$ cat src/rtl/matrix_stamp_accumulator.sv
// Read-modify-write engine adding MNA stamps into the matrix RAM through an
// external FP adder, with RAW hazard stalls, ground-stamp dropping and region clear.
module matrix_stamp_accumulator #(
    parameter int DATA_W     = 32,
    parameter int IDX_W      = 6,
    parameter int ROW_STRIDE = 64,
    parameter int ADDR_W     = 12,
    parameter int RAM_LAT    = 1,
    parameter int ADD_LAT    = 7
) (
    input  logic              clk,
    input  logic              program_resetn,
    input  logic              clear_start,
    input  logic [IDX_W-1:0]  clear_rows,
    input  logic [IDX_W-1:0]  clear_cols,
    output logic              clear_done,
    input  logic              stamp_valid,
    output logic              stamp_ready,
    input  logic [IDX_W-1:0]  stamp_row,
    input  logic [IDX_W-1:0]  stamp_col,
    input  logic [DATA_W-1:0] stamp_value,
    input  logic              stamp_negate,
    input  logic [IDX_W-1:0]  ground_node,
    input  logic              flush_req,
    output logic              flush_done,
    output logic              busy,
    output logic [7:0]        skipped_count,
    output logic [ADDR_W-1:0] matrix_addr_a,
    output logic [ADDR_W-1:0] matrix_addr_b,
    output logic [DATA_W-1:0] matrix_data_b,
    output logic              matrix_wren_b,
    input  logic [DATA_W-1:0] matrix_out_a,
    output logic [DATA_W-1:0] adder_data_a,
    output logic [DATA_W-1:0] adder_data_b,
    input  logic [DATA_W-1:0] adder_out
);
    localparam int T      = RAM_LAT + ADD_LAT;
    localparam int STAGES = T - 1;

    typedef enum logic [1:0] {IDLE, CLEAR, FLUSH} state_t;

    state_t                          state;
    logic [STAGES:0]                 vld_pipe;
    logic [STAGES:0][ADDR_W-1:0]     addr_pipe;
    logic [RAM_LAT-1:0][DATA_W-1:0]  val_pipe;
    logic [IDX_W-1:0]                clr_row, clr_col, clr_rows_q, clr_cols_q;

    logic [ADDR_W-1:0] stamp_addr, clr_addr;
    logic [DATA_W-1:0] signed_value;
    logic              is_ground, hazard, slot_open, fire, skip, pipe_empty, drained;

    assign stamp_addr   = ADDR_W'(stamp_row) * ADDR_W'(ROW_STRIDE) + ADDR_W'(stamp_col);
    assign clr_addr     = ADDR_W'(clr_row) * ADDR_W'(ROW_STRIDE) + ADDR_W'(clr_col);
    assign signed_value = stamp_value ^ {stamp_negate, {(DATA_W-1){1'b0}}};
    assign is_ground    = (stamp_row == ground_node) || (stamp_col == ground_node);

    // The stage being written this cycle still counts: a same-cycle read returns old data.
    always_comb begin
        hazard = 1'b0;
        for (int i = 0; i <= STAGES; i++)
            if (vld_pipe[i] && addr_pipe[i] == stamp_addr) hazard = 1'b1;
    end

    assign slot_open   = program_resetn && state == IDLE && !clear_start && !flush_req;
    assign stamp_ready = slot_open && (is_ground || !hazard);
    assign fire        = stamp_valid && stamp_ready && !is_ground;
    assign skip        = stamp_valid && stamp_ready && is_ground;
    assign pipe_empty  = vld_pipe == '0;
    // Only the write stage may still be occupied: nothing in flight next cycle.
    assign drained     = vld_pipe[STAGES-1:0] == '0;
    assign busy        = state != IDLE || !pipe_empty;

    assign matrix_addr_a = fire ? stamp_addr : '0;
    assign adder_data_a  = vld_pipe[RAM_LAT-1] ? matrix_out_a : '0;
    assign adder_data_b  = vld_pipe[RAM_LAT-1] ? val_pipe[RAM_LAT-1] : '0;

    // CLEAR is entered only with an empty pipeline and blocks new stamps, so port B never collides.
    always_comb begin
        matrix_wren_b = 1'b0;
        matrix_addr_b = '0;
        matrix_data_b = '0;
        if (state == CLEAR) begin
            matrix_wren_b = 1'b1;
            matrix_addr_b = clr_addr;
        end else if (vld_pipe[STAGES]) begin
            matrix_wren_b = 1'b1;
            matrix_addr_b = addr_pipe[STAGES];
            matrix_data_b = adder_out;
        end
    end

    always_ff @(posedge clk or negedge program_resetn) begin
        if (!program_resetn) begin
            vld_pipe  <= '0;
            addr_pipe <= '0;
            val_pipe  <= '0;
        end else begin
            vld_pipe    <= {vld_pipe[STAGES-1:0], fire};
            addr_pipe   <= {addr_pipe[STAGES-1:0], stamp_addr};
            val_pipe[0] <= signed_value;
            for (int i = 1; i < RAM_LAT; i++) val_pipe[i] <= val_pipe[i-1];
        end
    end

    always_ff @(posedge clk or negedge program_resetn) begin
        if (!program_resetn) skipped_count <= '0;
        else if (skip && skipped_count != 8'hFF) skipped_count <= skipped_count + 8'd1;
    end

    always_ff @(posedge clk or negedge program_resetn) begin
        if (!program_resetn) begin
            state      <= IDLE;
            clear_done <= 1'b0;
            flush_done <= 1'b0;
            clr_row    <= '0;
            clr_col    <= '0;
            clr_rows_q <= '0;
            clr_cols_q <= '0;
        end else begin
            clear_done <= 1'b0;
            flush_done <= 1'b0;
            case (state)
                IDLE: begin
                    if (clear_start && pipe_empty) begin
                        if (clear_rows == '0 || clear_cols == '0) begin
                            clear_done <= 1'b1;
                        end else begin
                            state      <= CLEAR;
                            clr_rows_q <= clear_rows;
                            clr_cols_q <= clear_cols;
                            clr_row    <= '0;
                            clr_col    <= '0;
                        end
                    end else if (flush_req) begin
                        state <= FLUSH;
                    end
                end
                CLEAR: begin
                    if (clr_col == clr_cols_q - 1'b1) begin
                        clr_col <= '0;
                        if (clr_row == clr_rows_q - 1'b1) begin
                            clear_done <= 1'b1;
                            state      <= IDLE;
                        end else begin
                            clr_row <= clr_row + 1'b1;
                        end
                    end else begin
                        clr_col <= clr_col + 1'b1;
                    end
                end
                FLUSH: begin
                    if (drained) begin
                        flush_done <= 1'b1;
                        state      <= IDLE;
                    end
                end
                default: state <= IDLE;
            endcase
        end
    end
endmodule

$ cat config.mk
export PLATFORM = sky130hd
export DESIGN_NAME = matrix_stamp_accumulator
export DESIGN_NICKNAME = d
export VERILOG_FILES = /design/src/rtl/matrix_stamp_accumulator.sv
export SDC_FILE = /design/constraint.sdc
export NUM_CORES = 1
export LEC_CHECK = 0
export BUFFER_PORTS_ARGS = -buffer_cell sky130_fd_sc_hd__buf_2
export CAP_MARGIN = 20
export CORE_UTILIZATION = 50
export CTS_CLUSTER_SIZE = 25
export DETAILED_ROUTE_END_ITERATION = 12
export HOLD_SLACK_MARGIN = 0.02
export PLACE_DENSITY = 0.8
export SETUP_SLACK_MARGIN = 0.4
export SYNTH_ARGS = -nofsm -noshare
export SYNTH_HDL_FRONTEND = slang
export SYNTH_SLANG_ARGS = --single-unit
export TNS_END_PERCENT = 50
$ cat constraint.sdc
create_clock -name clk -period 3.3 [get_ports clk]
set_input_delay 0.495 -clock clk [delete_from_list [all_inputs] [get_ports clk]]
set_output_delay 0.495 -clock clk [all_outputs]
set_load 0.005 [all_outputs]
==> results.md, run 1 <==
- Status: finished, final reports clean
- First-pass GRT wire length: 28900 µm
- Synthesized net count: 841
- Htree depth: 4
- Detail Route Antenna Nets: 0
- Final Hold Violating Endpoints: 0
- Die Ht: 126 µm
- Critical-path cell list: xnor2_1 > nand4_1 > nor4_1 > nor4_1 > nand3_2 > nor2_1 > buf_2
- GR Overflow Total: 0
- Yosys top cell by area: dfrtp_1
- Area contributors post-synth: dfrtp_1, xnor2_1, and2_1, and3_1, nand2_1
- Worst rel slew slack: 0.364
- Number of register bits inferred by synthesis: 172
- Static leakage: 4.94 nW
- Worst endpoint required time: 2.80 ns
- Hpwl dp: 13700 µm
- Crit Path Max Fanout: 13
- Vias: 5955
- Most used cell along the critical path: nor4_1
- # diodes: 0
- Port Buf Inserts: 264
- Global router's overall resource usage: 0.238
- Tcrit/Tclk final: 0.851
- Final Max Slew Viols: 0
- Synthesized netlist cell count: 704
- CTS Buffer Depth: 2
- Cell Area, Synth: 7720 µm²
- Largest stage delay, worst path: 0.46 ns
- CTS tree: built
- DRC: 0
- Synth Warn #: 0
- Vias in the first global route: 5636
- Layout cell share with drive strength beyond 1: 0.332
- Ys flop type: dfrtp_1
- Average vias per placed instance: 5.14
- Slowest-stage cell, CP: nor4_1
- Min cycle time layout: 2.81 ns
- Die ar.: 15900 µm²
- Max cap viols: 0
- CP top delay family: simple AND/OR/NAND/NOR gates
- TritonCTS Buffers: 17
- Area of the multi-input gates: 3190 µm²
- Register area share after synthesis: 0.557
- Hold_buf cts: 0
- Clock skew: 0.00905 ns
- Drt pass-1 iters: 6
- Final GP Congestion: 0.841
- WS Path Type: reg -> out
- Worst setup EP type: primary output
- Initial Util: 0.510
- Die W: 126 µm
- Yosys cell types: 50
- Most common cell in the netlist: dfrtp_1
- Top-Level Pins: 265
- Setup tns final: 0 ns
- Ys async rst share: 1.00
- Hold Slack: 0.167 ns
- Largest net degree at the start of global routing: 173
- Syn_area_per_cell: 11.0 µm²
- Final wirelength: 18600 µm
- Commonest cells post-synth: dfrtp_1, xnor2_1, and2_1
- Final setup viols: 0
- Critical Path Source Type: flop
- Register Area: 4300 µm²
- Worst-Margin Slew: 0.953 ns
- Clock transition at path regs: 0.07 ns
- Worst path bufs/invs: 1
- CP arrival: 2.31 ns
- RSZ-0062 raised after global routing: true
- Iter 0 DRT Violations: 353
- Core area: 15100 µm²
- Max rail drop VDD: 0.440 mV
- Fmax: 356 MHz
- Post-synth EDFFs: 0
- # nets final: 1094
- Clock root cell: clkbuf_16
- Layout area overhead: 26.7%
- Worst-Skew Late Latency: 0.43 ns
- WL per Instance: 16.0 µm
- Row cnt: 45
- Worst hold path class: in -> async
- Initial antenna violation count: 1
- Clock sink count: 172
- Yosys top cell area share: 0.557
- Cell Pwr Density: 609 nW/µm²
- Fillers: 1202
report_power, final:
part / switching, mW / leakage [nW] / internal [mW] / total (mW)
Combinational: 0.768 / 2.59 / 0.645 / 1.41
Clock: 0.867 / 0.280 / 1.08 / 1.95
Sequential: 0.268 / 2.07 / 2.33 / 2.60
area by class of cell:
type                    instances  share of cell area
clock inverters                12              0.0129
flip-flops and latches        172               0.440
clock buffers                  20              0.0456
well taps                     188              0.0240
inverters                      21             0.00806
repair buffers                273               0.144
multi-input cells             472               0.326
placed cells by master, fill, tap and decap left out, types with 3 or more instances in the layout:
cell type / count
a21oi_1: 5
a31oi_1: 3
and2_1: 65
and3_1: 38
buf_2: 263
buf_4: 8
clkbuf_16: 17
clkinv_4: 3
dfrtp_1: 172
ha_1: 5
inv_1: 21
inv_6: 4
mux2_2: 10
nand2_1: 56
nand2b_1: 4
nand3_1: 23
nand4_1: 20
nor2_1: 25
nor2b_1: 3
nor3_1: 11
nor4_1: 17
o211ai_1: 4
o21ai_0: 15
or3_1: 5
or4_1: 5
xnor2_1: 111
xor2_1: 17
metrics by stage:
| stage | util | instances | instance area [µm²] | setup slack, ns | power, mW |
|---|---|---|---|---|---|
| after detailed placement | 0.607 | 1125 | 9200 | 0.448 | 4.03 |
| after global routing | 0.646 | 1158 | 9790 | 0.394 | 6.27 |
| after floorplan | - | 704 | 7720 | 0.629 | 3.55 |
| after global placement | 0.607 | 1125 | 9200 | 0.484 | 3.99 |
| after CTS | 0.646 | 1157 | 9780 | 0.459 | 5.99 |
| final | 0.646 | 1158 | 9790 | 0.493 | 5.96 |
cells by family after synthesis:
family	Yosys count	synth area share
simple gates	287	0.205
flops	172	0.557
xor+xnor	128	0.145
buf+inv	60	0.0314
compound gates	42	0.0381
mux	10	0.0146
fa+ha+maj	5	0.00810
per-layer routing:
| layer | up-vias | routed length [µm] | track usage | part of all wire |
|---|---|---|---|---|
| met5 | - | 13 | 0 | 0.00070 |
| met4 | 2 | 268 | 0.0588 | 0.014 |
| met3 | 24 | 965 | 0.0641 | 0.052 |
| met2 | 184 | 9150 | 0.395 | 0.49 |
| met1 | 2891 | 8170 | 0.311 | 0.44 |
| li1 | 2854 | - | - | - |
state kept, by name (all words and copies together) (netlist names):
| register | count |
|---|---|
| clr_rows_q | 6 |
| state | 2 |
| val_pipe | 32 |
| flush_done | 1 |
| clr_cols_q | 6 |
| vld_pipe | 8 |
| clr_row | 6 |
| clear_done | 1 |
| clr_col | 6 |
| addr_pipe | 96 |
| skipped_count | 8 |
worst register-to-register path, delay by kind of cell, from the launching register on:
family          cells  cell delay [ns]
flops               1             0.41
simple gates        4             1.70
compound gates      2             0.59
final timing paths:
path | from | to | slack (ns) | cells after the start
worst max-delay path | addr_pipe[4] | matrix_addr_a[4] | 0.49 | 7
worst min-delay path | program_resetn | clr_rows_q[1] | 0.17 | 2
worst max register to register | clr_cols_q[0] | clr_row[5] | 0.52 | 6
worst min register to register | addr_pipe[38] | addr_pipe[50] | 0.39 | 0
max in group asynchronous | program_resetn | addr_pipe[47] | 2.39 | 2
min in group clk | stamp_value[19] | val_pipe[19] | 0.17 | 1
what timing repair did:
action                                 in CTS  in global routing
resized for setup                           1                  0
endpoints found under the hold margin       0                  0
setup endpoints to repair                  12                  8
pin swaps                                   0                  2
buffers inserted                            0                  1
(Power assumes the default switching activity.)
==> inputs of run 2 (changes only) <==
==> constraint.sdc (replaced) <==
create_clock -name clk -period 3 [get_ports clk]
set_input_delay 0.45 -clock clk [delete_from_list [all_inputs] [get_ports clk]]
set_output_delay 0.45 -clock clk [all_outputs]
set_load 0.005 [all_outputs]
==> run 2 against run 1 <==
Against the previous run: clock skew decreased by 0.0024 ns; final area increased by 3.5%; worst setup slack got worse by 0.18 ns; clock power increased by 12%; power increased by 13%; first-iteration DRC count increased by 22%; largest cell class unchanged; largest power group unchanged; highest routed layer is now met4.
==> results.md, run 2 (synthesized netlist as in run 1, its figures left out) <==
- Crit Path Max Fanout: 4 (-9)
- Drt pass-1 iters: 6 (unchanged)
- Largest net degree at the start of global routing: 173 (unchanged)
- Reg2Reg Depth: 6 (unchanged)
- Switching Share: 0.318 (-0.000817)
- HP Start: stamp_value[24]
- Htree depth: 4 (unchanged)
- Initial Util: 0.510 (unchanged)
- Critical-path cell list: or4_1 > or3_4 > a2111oi_4 > nand2_2 > or3_1 > a311o_1
- CTS tree: built
- # nets final: 1111 (+1.6%)
- Status: finished, final reports clean
- Regs by FF count: addr_pipe x96, val_pipe x32
- Final GP Congestion: 0.931 (+11%)
- GR Util met2: 0.424 (+0.0299)
- Clock skew: 0.00661 ns (-0.00244 ns)
- Gate power share: 0.251 (+0.014)
- Initial antenna violation count: 0 (-1)
- Number of flip-flops in the largest register: 96 (unchanged)
- Die Ht: 126 µm (unchanged)
- Port Buf Inserts: 264 (unchanged)
- Layout cell share with drive strength beyond 1: 0.368 (+0.0362)
- Largest Register: addr_pipe
- Final Max Slew Viols: 0 (unchanged)
- TritonCTS Buffers: 17 (unchanged)
- RSZ-0062 raised after global routing: true
- Critical path depth: 6 (-1)
- Layout area overhead: 31.1%
- Clock transition at path regs: 0.06 ns (about the same)
- Worst hold path cell count: 1
- Worst setup EP type: flop
- Iter 0 DRT Violations: 430 (+22%)
- Cell Pwr Density: 666 nW/µm² (+9.3%)
- Detail Route Antenna Nets: 0 (unchanged)
- Max cap viols: 0 (unchanged)
- Die W: 126 µm (unchanged)
- Average vias per placed instance: 5.22 (+1.6%)
- Internal power: 4.59 mW (+13%)
- Critical Path Source Type: flop
- # diodes: 0 (unchanged)
- Max rail drop VDD: 0.488 mV (+11%)
- Final setup viols: 0 (unchanged)
- Worst-Skew Late Latency: 0.42 ns (about the same)
- Net switching power: 2.15 mW (+13%)
- Seq pwr share: 0.423 (-0.013)
- Die ar.: 15900 µm² (unchanged)
- FF-to-FF End: clr_row[1]
- Clock sink count: 172 (unchanged)
- R2r setup slk: 0.31 ns (-0.21 ns)
- Final WS setup: 0.308 ns (-0.185 ns)
- First-pass GRT wire length: 29700 µm (+2.8%)
- Clock Power Share: 0.326 (about the same)
- Final Hold Violating Endpoints: 0 (unchanged)
- Worst Hold End: val_pipe[24]
- CP top delay family: simple AND/OR/NAND/NOR gates
- WL per Instance: 16.7 µm (+3.9%)
- GR Overflow Total: 0 (unchanged)
- WS Path Type: reg -> reg
- Most common cell after layout, fill and taps aside: buf_2
- Worst endpoint required time: 3.30 ns (+0.50 ns)
- Worst rel slew slack: 0.411 (+0.0468)
- Commonest cells after routing, fill and taps aside: buf_2, dfrtp_1, xnor2_1
- Largest stage delay, worst path: 0.53 ns (+0.07 ns)
- DRC: 0 (unchanged)
- Core area: 15100 µm² (unchanged)
- CP arrival: 3.00 ns (+0.69 ns)
- Hpwl dp: 13800 µm (+1.4%)
- GR Util met3: 0.0535 (-0.0106)
- Row cnt: 45 (unchanged)
- Fmax: 372 MHz
- Final wirelength: 19600 µm (+5.3%)
- Setup tns final: 0 ns (unchanged)
- Global router's overall resource usage: 0.244 (+0.00626)
- Vias in the first global route: 5785 (+2.6%)
- Worst-Margin Slew: 0.883 ns (-0.0702 ns)
- Worst hold path class: in -> reg
- FF-to-FF Start: clr_cols_q[0]
- Vias: 6134 (+3.0%)
- CTS Buffer Depth: 2 (unchanged)
- Min cycle time layout: 2.69 ns
- Tcrit/Tclk final: 0.897
- Top-Level Pins: 265 (unchanged)
- Slowest-stage cell, CP: or4_1
- Static leakage: 5.11 nW (+3.4%)
- Setup crit start: clr_cols_q[0]
- Clock root cell: clkbuf_16
- Met1 usage: 0.308 (-0.00292)
- Worst path bufs/invs: 0 (-1)
- Layer with the highest usage: met2
- Dpl ws: 0.329 ns (-0.119 ns)
-- run 2: power groups by stage --
stage          combinational (mW)  clock, mW  sequential (mW)
6_report                     1.69       2.19             2.85
5_1_grt                      1.86       2.33             2.89
4_1_cts                      1.61       2.23             2.86
3_5_place_dp                 1.60          0             2.90
3_3_place_gp                 1.55          0             2.88
2_1_floorplan                1.13          0             2.78
-- run 2: what timing repair did --
item / CTS / global route
endpoints found under the setup margin: 17 / 63
resized for setup: 4 / 33
hold buffers: 0 / 0
setup buffers: 0 / 11
pin swaps: 1 / 24
cloned: 0 / 2
-- run 2: worst max path at each step --
stage,end,slack [ns]
floorplan,clr_row[1],0.38
global placement,clr_row[1],0.40
detailed placement,clr_row[1],0.33
CTS,clr_row[1],0.33
global route,matrix_addr_a[5],0.25
finish,clr_row[1],0.31
-- run 2: area by class of cell --
class / instances / area (µm²)
Clock buffer: 17 / 425
Inverter: 21 / 78.8
Fill cell: 1152 / 5020
Clock inverter: 14 / 166
Sequential cell: 172 / 4310
Timing Repair Buffer: 290 / 1590
Multi-Input combinational cell: 472 / 3320
Tap cell: 188 / 235
-- run 2: metrics by stage --
stage                     hold WS [ns]  power (mW)  instances   util  instance area [µm²]
final                            0.127        6.74       1174  0.668                10100
after global placement           0.375        4.44       1130  0.611                 9250
after CTS                        0.111        6.70       1161  0.651                 9860
after detailed placement         0.379        4.50       1130  0.611                 9250
after global routing             0.103        7.09       1174  0.668                10100
after floorplan                  0.154        3.91        704      -                 7720
-- run 2: metal layers --
metal / vias to the layer above / routed length (µm)
met1: 2978 / 8070
met5: - / 0
met4: 0 / 372
met3: 30 / 1100
met2: 229 / 10000
li1: 2897 / -
